File: src/rtl/ttt_game_ctrl.sv
// Tic-tac-toe game-state controller: cursor, placement, turn and win/draw tracking.
// Optional turn timeout is enabled by defining TURN_TIMEOUT_EN.
module ttt_game_ctrl #(
  parameter logic FIRST_SIGN = 1'b0
`ifdef TURN_TIMEOUT_EN
  ,
  parameter logic [31:0] TIMEOUT_CYCLES = 32'd500_000_000
`endif
) (
  input  logic        clk,
  input  logic        rst,
  input  logic        btn_left,
  input  logic        btn_right,
  input  logic        btn_select,
  input  logic        btn_restart,
  output logic [17:0] data,
  output logic        is_ended,
  output logic [3:0]  cursor,
  output logic        turn,
  output logic [1:0]  winner
);

  typedef enum logic [1:0] {
    PLAY,
    CHECK,
    ENDED
  } state_e;

  // Cell masks of the 3 rows, 3 columns and 2 diagonals.
  localparam logic [8:0] LINES [8] = '{
    9'b000_000_111, 9'b000_111_000, 9'b111_000_000,
    9'b001_001_001, 9'b010_010_010, 9'b100_100_100,
    9'b100_010_001, 9'b001_010_100
  };

  state_e     state_q, state_d;
  logic [8:0] chk_q, chk_d;
  logic [8:0] sgn_q, sgn_d;
  logic [3:0] cursor_q, cursor_d;
  logic       turn_q, turn_d;
  logic [1:0] winner_q, winner_d;
  logic       ended_q, ended_d;
  logic       win_x, win_o;
  logic [3:0] cur_inc, cur_dec;
  logic       placed;

`ifdef TURN_TIMEOUT_EN
  logic [31:0] cnt_q, cnt_d;
`endif

  always_comb begin
    win_x = 1'b0;
    win_o = 1'b0;
    for (int i = 0; i < 8; i++) begin
      if ((chk_q & LINES[i]) == LINES[i]) begin
        if ((sgn_q & LINES[i]) == LINES[i]) win_o = 1'b1;
        if ((sgn_q & LINES[i]) == 9'd0)     win_x = 1'b1;
      end
    end
  end

  assign cur_inc = (cursor_q == 4'd8) ? 4'd0 : cursor_q + 4'd1;
  assign cur_dec = (cursor_q == 4'd0) ? 4'd8 : cursor_q - 4'd1;

  always_comb begin
    state_d  = state_q;
    chk_d    = chk_q;
    sgn_d    = sgn_q;
    cursor_d = cursor_q;
    turn_d   = turn_q;
    winner_d = winner_q;
    ended_d  = ended_q;
    placed   = 1'b0;
`ifdef TURN_TIMEOUT_EN
    cnt_d    = cnt_q;
`endif
    if (btn_restart) begin
      state_d  = PLAY;
      chk_d    = '0;
      sgn_d    = '0;
      cursor_d = '0;
      turn_d   = FIRST_SIGN;
      winner_d = 2'b00;
      ended_d  = 1'b0;
`ifdef TURN_TIMEOUT_EN
      cnt_d    = '0;
`endif
    end else begin
      unique case (state_q)
        PLAY: begin
          if (btn_select) begin
            if (!chk_q[cursor_q]) begin
              chk_d[cursor_q] = 1'b1;
              sgn_d[cursor_q] = turn_q;
              placed          = 1'b1;
              state_d         = CHECK;
            end
          end else if (btn_left ^ btn_right) begin
            cursor_d = btn_right ? cur_inc : cur_dec;
          end
`ifdef TURN_TIMEOUT_EN
          if (placed) begin
            cnt_d = '0;
          end else if (cnt_q == TIMEOUT_CYCLES - 32'd1) begin
            cnt_d  = '0;
            turn_d = ~turn_q;
          end else begin
            cnt_d = cnt_q + 32'd1;
          end
`endif
        end
        CHECK: begin
          if (win_o || win_x) begin
            winner_d = win_o ? 2'b10 : 2'b01;
            ended_d  = 1'b1;
            state_d  = ENDED;
          end else if (&chk_q) begin
            winner_d = 2'b11;
            ended_d  = 1'b1;
            state_d  = ENDED;
          end else begin
            turn_d  = ~turn_q;
            state_d = PLAY;
`ifdef TURN_TIMEOUT_EN
            cnt_d   = '0;
`endif
          end
        end
        ENDED: ;
        default: state_d = PLAY;
      endcase
    end
  end

  always_ff @(posedge clk) begin
    if (rst) begin
      state_q  <= PLAY;
      chk_q    <= '0;
      sgn_q    <= '0;
      cursor_q <= '0;
      turn_q   <= FIRST_SIGN;
      winner_q <= 2'b00;
      ended_q  <= 1'b0;
`ifdef TURN_TIMEOUT_EN
      cnt_q    <= '0;
`endif
    end else begin
      state_q  <= state_d;
      chk_q    <= chk_d;
      sgn_q    <= sgn_d;
      cursor_q <= cursor_d;
      turn_q   <= turn_d;
      winner_q <= winner_d;
      ended_q  <= ended_d;
`ifdef TURN_TIMEOUT_EN
      cnt_q    <= cnt_d;
`endif
    end
  end

  assign data     = {chk_q, sgn_q};
  assign is_ended = ended_q;
  assign cursor   = cursor_q;
  assign turn     = turn_q;
  assign winner   = winner_q;

endmodule

File: config.mk
export PLATFORM = sky130hd
export DESIGN_NAME = ttt_game_ctrl
export DESIGN_NICKNAME = d
export VERILOG_FILES = /design/src/rtl/ttt_game_ctrl.sv
export SDC_FILE = /design/constraint.sdc
export NUM_CORES = 1
export LEC_CHECK = 0
export ABC_AREA = 1
export CAP_MARGIN = 20
export CORE_MARGIN = 4
export CORE_UTILIZATION = 56
export CTS_CLUSTER_SIZE = 16
export DETAILED_ROUTE_END_ITERATION = 10
export PLACE_DENSITY = 0.83
export SYNTH_ARGS = -nofsm -noshare
export SYNTH_HDL_FRONTEND = slang
export SYNTH_SLANG_ARGS = --single-unit
File: constraint.sdc
create_clock -name clk -period 2.5 [get_ports clk]
set_input_delay 0.375 -clock clk [delete_from_list [all_inputs] [get_ports clk]]
set_output_delay 0.375 -clock clk [all_outputs]
set_load 0.005 [all_outputs]
==> impl_metrics.csv <==
group,metric,value,unit
outcome,outcome,"finished clean",
logic_synthesis,synth_largest_area_cell,"dfxtp_1",
logic_synthesis,yosys-top-cells-area,"dfxtp_1 33%, nor2_1 14%, nand2_1 13%",
route,routed_wl,4.19,mm
critical_path,slowest_delay,0.56,ns
grt,grt_pass1_vias,1547,
logic_synthesis,synth.distinct_cells,28,
sta,rsz0062_at_grt,"no",
clock_network,path_clk_slew,0.14,ns
clock_network,clock-sinks,28,
logic_synthesis,syn_area,1690,sq um
logic_synthesis,yosys_warnings,0,
placed_design,dpl_cell_area,2020,sq um
cells_and_area,nNetsFinal,319,
clock_network,hold_buffers,0,
route,met3_length,248,um
die,initial_utilization,0.598,
critical_path,reg2reg_to,"sgn_q[3]",
route,wl_met1,1.97,mm
route,via_count,1786,
min_path,hold_path_end,"is_ended",
cells_and_area,drive_gt1_frac,0.0455,
critical_path,r2r-start,"cursor[0]",
route,top_layer,"met4",
run,max_cap_viol_count,0,
logic_synthesis,synth_cells,276,
placed_design,routabilityCongestion,0.906,
logic_synthesis,yosysMostFrequentCell,"nor2_1",
sta,final.min_clock_period,1.94,ns
grt,overflow,0,
logic_synthesis,synth.avg_cell_area,6.13,sq um
critical_path,crit_fanout,15,
cells_and_area,area_delta_synth_final,21.4,%
route,antenna_left,0,
sta,timing.fmax,516,MHz
cells_and_area,diodes,0,
route,drt_pass1_iterations,4,
critical_path,worstPathArrival,2.19,ns
critical_path,crit_buf_inv,2,
die,coreArea,2830,sq um
logic_synthesis,async_reset_ff_frac,0,
clock_network,numCtsBuffers,3,
critical_path,crit_path_end_kind,"flip-flop",
power_and_ir_drop,irDropWorstVdd,0.428,mV
sta,finalCritPeriodShare,0.775,
die,die_area,3960,sq um
sta,setup_violations,0,
critical_path,startpoint_type,"flip-flop",
placed_design,port_buffers,31,
critical_path,cp_common_cell,"nand2_1",
sta,final.setup.worst_slack,0.562,ns
placed_design,placed_cells,335,
placed_design,post-place-ws,0.575,ns
die,die_w,63.0,um
route,met2WireLength,1.96,mm
clock_network,clock_latency,0.32,ns
placed_design,post-dp-hpwl,3.22,mm
die,die_y,63.0,um
clock_network,cts_setup_buffers,0,
sta,fin_tns_setup,0,ns
logic_synthesis,synth_top_cells_by_count,"62 x nor2_1, 57 x nand2_1, 39 x inv_1",
route,avgRoutedWirePerCell,12.4,um
clock_network,htree_levels,1,
critical_path,rrSetupSlack,0.56,ns
critical_path,cp_data_required_time,2.75,ns
critical_path,path_cells,"inv_2 > a21oi_1 > o21ai_0 > nand2_1 > nand2_1 > nand2_2 > inv_2 > nand2_1 > nand2_1 > a21oi_1",
grt,grt_usage,0.222,
sta,tightest_slew,0.608,ns
clock_network,cts-resized-gates,0,
sta,final_max_slew_viol_count,0,
logic_synthesis,yosysSeqAreaShare,0.331,
sta,hold_viol,0,
route,drc,0,
clock_network,cts.path.max_buffers,2,
clock_network,clock-root-buffer,"clkbuf_4",
logic_synthesis,synth-edff-count,0,
min_path,min_path_cells,2,
critical_path,r2r_cells,10,
cells_and_area,stdcell_count,339,
route,drtIter0Drc,133,
grt,grt_start_max_net_pins,20,
min_path,hold_path_class,"flip-flop to flip-flop",
grt,grt_pass1_wl,7.23,mm
power_and_ir_drop,p_leak,0.816,nW
logic_synthesis,synth_top_area_share,0.331,
die,ios,32,
cells_and_area,fin_area,2050,sq um
sta,fin_skew,0.00131,ns
route,vias_per_cell,5.27,
clock_network,cts_tree,"done",
grt,antenna_found_initial,0,
critical_path,path_class,"flip-flop to flip-flop",
critical_path,critical-path-slowest-cell,"dfxtp_1",
logic_synthesis,synth-main-ff-cell,"dfxtp_1",
min_path,hp-start,"is_ended",
logic_synthesis,synth-seq-cells,28,
critical_path,path_delay_family,"flip-flops",
logic_synthesis,syn_nets,286,
die,rows,19,
power_and_ir_drop,power_density,376,nW/um^2
sta,relSlewSlack,0.591,
-- per-stage QoR --
step | util | hold slack, ns | power [mW]
finish | 0.726 | 0.464 | 0.773
global route | 0.726 | 0.506 | 0.812
CTS | 0.726 | 0.463 | 0.779
detailed placement | 0.713 | 0.442 | 0.566
global placement | 0.713 | 0.438 | 0.565
floorplan | - | 0.447 | 0.534
-- placed cells by master, fill, tap and decap left out, types with 3 or more instances in the layout --
cell type,instances
nor3_1,8
a21oi_1,16
nand2_1,57
ha_1,4
a31oi_1,3
inv_1,39
clkdlybuf4s50_1,31
o21ai_0,16
clkbuf_4,3
dfxtp_1,28
nor2_1,62
nand3_1,20
-- layer usage --
layer  GRT usage  vias to the layer above
li1            -                      939
met1       0.308                      779
met2       0.368                       65
met3      0.0234                        3
met4      0.0523                        0
met5           0                        -
-- cell type report --
type | instances | area, sq um
Multi-Input combinational cell | 202 | 942
Fill cell | 247 | 776
Sequential cell | 28 | 561
Timing Repair Buffer | 32 | 318
Inverter | 42 | 158
Tap cell | 31 | 38.8
Clock buffer | 4 | 36.3
-- state kept, by name (all words and copies together) (netlist names) --
register  cells
is_ended      1
sgn_q         9
turn          1
cursor        4
winner        2
chk_q         9
state_q       2
-- worst max-delay path by stage --
| stage | from | slack (ns) | end | cells after the start |
|---|---|---|---|---|
| 2_1_floorplan | cursor[0] | 1.05 | sgn_q[7] | 10 |
| 3_3_place_gp | btn_right | 0.63 | cursor[0] | 5 |
| 3_5_place_dp | btn_right | 0.58 | cursor[0] | 5 |
| 4_1_cts | turn | 0.60 | turn | 1 |
| 5_1_grt | cursor[0] | 0.38 | sgn_q[2] | 10 |
| 6_report | cursor[0] | 0.56 | sgn_q[3] | 10 |
-- cells by family after synthesis --
group,Yosys count,synth area share
buffers and inverters,46,0.112
adder cells (fa/ha/maj),4,0.0296
AND/OR/NAND/NOR,156,0.391
flip-flops,28,0.331
XOR/XNOR,3,0.0155
AO/OA/AOI/OAI,39,0.121
-- worst min-delay path: stages, from the launching register on --
cell,delay (ns)
dfxtp_1,0.34
inv_1,0.05
a21oi_1,0.05
-- power by group --
group / internal (mW) / switching (mW)
sequential: 0.452 / 0.0113
combinational: 0.0364 / 0.0573
clock: 0.0892 / 0.127
total: 0.577 / 0.195
No activity file was read; power rests on OpenSTA's default activity.
